<file path="config.mk">
export PLATFORM = sky130hd
export DESIGN_NAME = pal_cfg_loader
export DESIGN_NICKNAME = d
export VERILOG_FILES = /design/src/rtl/pal_cfg_loader.sv
export SDC_FILE = /design/constraint.sdc
export NUM_CORES = 1
export LEC_CHECK = 0
export ABC_AREA = 1
export CAP_MARGIN = 20
export CORE_UTILIZATION = 45
export CTS_CLUSTER_SIZE = 14
export DETAILED_ROUTE_END_ITERATION = 6
export HOLD_SLACK_MARGIN = 0.05
export PLACE_DENSITY = 0.76
export SLEW_MARGIN = 5
export SYNTH_ARGS = -nofsm -noshare
export SYNTH_HDL_FRONTEND = slang
export SYNTH_SLANG_ARGS = --single-unit
</file>
<file path="constraint.sdc">
create_clock -name clk -period 2.75 [get_ports clk]
set_input_delay 0.4125 -clock clk [delete_from_list [all_inputs] [get_ports clk]]
set_output_delay 0.4125 -clock clk [all_outputs]
set_load 0.005 [all_outputs]
</file>
<file path="src/rtl/pal_cfg_loader.sv">
`default_nettype none
// ============================================================================
// Module   : pal_cfg_loader
// Brief    : Framed byte stream to PAL serial config chain, checksum-gated apply
// Revision : 1.0 - initial release
// ============================================================================
module pal_cfg_loader #(
  parameter int N       = 8,
  parameter int M       = 4,
  parameter int P       = 13,
  parameter int CFG_LEN = 2*N*P + P*M
) (
  input  logic       clk,
  input  logic       res,
  input  logic       start,
  input  logic [7:0] in_data,
  input  logic       in_valid,
  output logic       in_ready,
  output logic       cfg_bit,
  output logic       cfg_valid,
  output logic       cfg_en,
  output logic       busy,
  output logic       done,
  output logic       err
);

  localparam int NBYTES = (CFG_LEN + 7) / 8;
  localparam int BCW    = $clog2(CFG_LEN + 1);
  localparam int YCW    = $clog2(NBYTES + 1);

  typedef enum logic [2:0] {
    S_IDLE  = 3'd0,
    S_LOAD  = 3'd1,
    S_SHIFT = 3'd2,
    S_CHECK = 3'd3,
    S_ERR   = 3'd4
  } state_t;

  state_t           r_state;
  state_t           w_state_nxt;
  logic [7:0]       r_sreg;
  logic [7:0]       r_csum;
  logic [BCW-1:0]   r_bit_cnt;
  logic [YCW-1:0]   r_byte_cnt;
  logic             r_cfg_en;
  logic             r_err;
  logic             r_done;

  logic [BCW-1:0]   w_bit_inc;
  logic             w_chain_end;
  logic             w_byte_end;
  logic             w_accept;
  logic             w_sum_ok;

  // Bytes always start on 8-bit boundaries, so the low bits of the chain
  // counter double as the in-byte position.
  assign w_bit_inc   = r_bit_cnt + 1'b1;
  assign w_chain_end = (w_bit_inc == BCW'(CFG_LEN));
  assign w_byte_end  = (w_bit_inc[2:0] == 3'd0) || w_chain_end;

  assign in_ready  = ((r_state == S_LOAD) && (r_byte_cnt != YCW'(NBYTES))) ||
                     (r_state == S_CHECK);
  assign w_accept  = in_valid & in_ready & ~start;
  assign w_sum_ok  = (in_data == r_csum);

  assign cfg_valid = (r_state == S_SHIFT);
  assign cfg_bit   = (r_state == S_SHIFT) & r_sreg[0];
  assign busy      = (r_state == S_LOAD) || (r_state == S_SHIFT) || (r_state == S_CHECK);
  assign cfg_en    = r_cfg_en;
  assign err       = r_err;
  assign done      = r_done;

  always_comb begin
    w_state_nxt = r_state;
    if (start) begin
      w_state_nxt = S_LOAD;
    end else begin
      case (r_state)
        S_LOAD:  if (w_accept) w_state_nxt = S_SHIFT;
        S_SHIFT: if (w_byte_end) w_state_nxt = w_chain_end ? S_CHECK : S_LOAD;
        S_CHECK: if (w_accept) w_state_nxt = w_sum_ok ? S_IDLE : S_ERR;
        default: w_state_nxt = r_state;
      endcase
    end
  end

  always_ff @(posedge clk) begin
    if (res) begin
      r_state    <= S_IDLE;
      r_sreg     <= '0;
      r_csum     <= '0;
      r_bit_cnt  <= '0;
      r_byte_cnt <= '0;
      r_cfg_en   <= 1'b0;
      r_err      <= 1'b0;
      r_done     <= 1'b0;
    end else begin
      r_state <= w_state_nxt;
      r_done  <= 1'b0;
      if (start) begin
        // Abort or begin: the old config stays disabled while reloading.
        r_sreg     <= '0;
        r_csum     <= '0;
        r_bit_cnt  <= '0;
        r_byte_cnt <= '0;
        r_cfg_en   <= 1'b0;
        r_err      <= 1'b0;
      end else begin
        case (r_state)
          S_LOAD: begin
            if (w_accept) begin
              r_sreg     <= in_data;
              r_csum     <= r_csum ^ in_data;
              r_byte_cnt <= r_byte_cnt + 1'b1;
            end
          end
          S_SHIFT: begin
            r_sreg    <= {1'b0, r_sreg[7:1]};
            r_bit_cnt <= w_bit_inc;
          end
          S_CHECK: begin
            if (w_accept) begin
              if (w_sum_ok) begin
                r_cfg_en <= 1'b1;
                r_done   <= 1'b1;
              end else begin
                r_err    <= 1'b1;
              end
            end
          end
          default: begin
          end
        endcase
      end
    end
  end

endmodule
`default_nettype wire

</file>
==> run metrics <==
Root Driver=clkbuf_8; first-pass detailed-route iteration total=4; crit path launch type=flip-flop; Worst Hold Margin=0.454 ns; gr ovfl total=0; setup violators final=0; die height=66.9 um; critical path class=flip-flop to output port; CTS tree=built; Slew Viols, Final=0; vias in the first global route=1557; largest net degree at the start of global routing=28; post-synthesis compound-gate area fraction=14.3%; post-synth top area share=39.1%; Core Util, Final=55.3%; fmax=0.440 GHz; maximum VDD drop=0.325 mV; Core Footprint=0.00403 mm^2; Final Hold Viols=0; row cnt=23; via count=1734; final cell count without fillers=341; total of max-cap violations=0; clock period minus worst slack=2.27 ns; antenna violations before repair=0; total die area=0.00447 mm^2; share of post-route cells with drive strength above 1=8.25%; XOR/XNOR Fraction of Synth Area=4.62%; PnR Total Power=1.15 mW; WL final=3800 um; Avg Inst Size Synth=7.02 um^2; clock skew=0.00510 ns; placed insts=333; final-layout fill cell count=389; Diodes inserted=0; initial core utilization=47.0%; Synth Area in Simple Gates=29.5%; CTS Buf Count=5; dpl hpwl=2790 um; Final WS setup=0.479 ns; Synth Instances=270; Die W=66.9 um; CP max stage delay=0.53 ns; Max Root-Sink Buffers=2; H-tree levels=2; Unique masters post-synth=28; post-CTS sizing=0; setup TNS=0 ns; post-synthesis mux area share=0%; worst path cell trace=nor2_2, inv_2, nor2_4, buf_4, clkdlybuf4s50_1; Synth Area in Adders=2.64%; crit share post-route=82.6%; RSZ-0062 raised after global routing=false; num ports=19; Crit-path slowest cell=clkdlybuf4s50_1; GPL Wtd Cong=0.824; clock-pin slew on the worst setup and hold paths=0.08 ns; power per cell area=518 mW/mm^2; actual slew at the worst max-slew pin=0.508 ns; Yosys Warn Count=0; post-synth top area cell=dfxtp_1; DRC Markers=0; Total GRT Usage=19.7%; LEAKAGE=0.904 nW; Via density=5.09; ANT nets after route=0; slew margin rel.=66.1%; CP Data Arrival Time=1.86 ns; Area Overhead vs Synth=17.6%; sequential share of the synthesized area=39.1%; CTS Sinks=37; global-route wire length before repair=6550 um; Placed Area=0.00211 mm^2; status=finished, final reports clean; clock latency on the worst-skew pair=0.30 ns; Post-Syn Area=0.00189 mm^2; Iter 0 DRT Violations=103; Crit path required time=2.34 ns; largest family of logic cells by synthesized area=simple AND/OR/NAND/NOR gates; crit path max fanout=18; final-stage net count=306; number of synthesized register bits=37; Setup Buffers After CTS=0; Hold Path Class=flip-flop to flip-flop; CP delay by family, top=buffers and inverters; synth top area cells=dfxtp_1 39%, nand2_1 12%, inv_1 6.5%; Final Cell Area=0.00223 mm^2; Synthesized Nets=286; endpoint type of the worst setup path=output port; Place WS=0.633 ns; critical path buffer and inverter count=3; PortBufs=18; WL per Instance=11.1 um; Post-CTS Hold Fix Bufs=0
-- worst register-to-register path, cell delays in order, from the launching register on --
cell and delay (ns):
dfxtp_1 0.36, inv_1 0.08, ha_1 0.18, nand4_1 0.15, nand4_2 0.14, nor2_4 0.43, nor2_1 0.25, nand2_1 0.11
a31oi_1 0.07
-- cell type report --
class / instances / area (um^2) / share of cell area, %
multi-input combinational: 189 / 967 / 43.4
sequential: 37 / 741 / 33.3
timing repair buffer: 20 / 195 / 8.76
inverter: 37 / 141 / 6.35
clock buffer: 6 / 82.6 / 3.71
tap: 50 / 62.6 / 2.81
clock inverter: 2 / 37.5 / 1.69
-- cell usage in the layout (no fill, tap or decap), types with 2 or more instances in the layout --
cell type	n
inv_2	3
nor2_4	2
ha_1	4
nor2_2	2
xnor2_1	2
buf_4	2
nand3_1	18
clkdlybuf4s50_1	18
inv_1	33
a21oi_1	19
nor3_1	3
o21ai_0	17
o21ai_1	3
o211ai_1	3
xor2_1	8
nand2_1	59
clkbuf_8	6
nor2_1	33
nand4_1	3
a31oi_1	7
dfxtp_1	37
-- cells in the mapped netlist --
master,count
nand2_1,59
dfxtp_1,37
nand4_2,1
o21ai_0,17
nand4_1,3
nand2_2,1
xnor2_1,2
xor2_1,8
nor2_2,2
o21ai_1,3
nor2_4,2
buf_2,3
inv_4,1
inv_2,3
or2_2,1
buf_6,2
a21oi_1,19
nand3_1,18
nor3_1,3
a31oi_1,7
nor2_1,33
o211ai_1,3
ha_1,4
inv_1,33
a21oi_2,1
clkbuf_1,2
nor3_2,1
nor2_8,1
-- report_power, final --
group          switching (mW)  total (mW)  internal (mW)
logic                  0.0617       0.107         0.0449
registers             0.00771       0.550          0.543
clock network           0.203       0.498          0.295
total                   0.272        1.15          0.882
-- kinds of logic (layout without fill, tap and decap cells) --
family / count (synthesis) / after routing
xor gates and xnor gates: 10 / 10
and+or+nand+nor: 125 / 125
DFF: 37 / 37
buffers and inverters: 44 / 65
adders and majority gates: 4 / 4
AOI/OAI and AO/OA: 50 / 50
-- sequential cells by signal, summed over array words and instances, names as in the netlist --
name,cells
r_byte_cnt,6
r_bit_cnt,9
err,1
done,1
r_state,3
r_csum,8
cfg_en,1
r_sreg,8
-- final timing paths --
kind                      start         to  slack (ns)  cells past startpoint
hold reg to reg             err        err        0.45                      2
setup / recovery     r_state[2]  cfg_valid        0.48                      5
hold / removal              err        err        0.45                      2
setup reg to reg  r_byte_cnt[1]  r_sreg[1]        0.84                      8
-- layer usage --
layer,up-vias,share of wire [%],track usage [%]
li1,906,-,-
met1,791,51,24.3
met2,28,43,31.6
met3,9,4.0,4.28
met4,0,2.4,10.4
met5,-,0,0
Note: power is estimated with default switching activity, not from simulation.
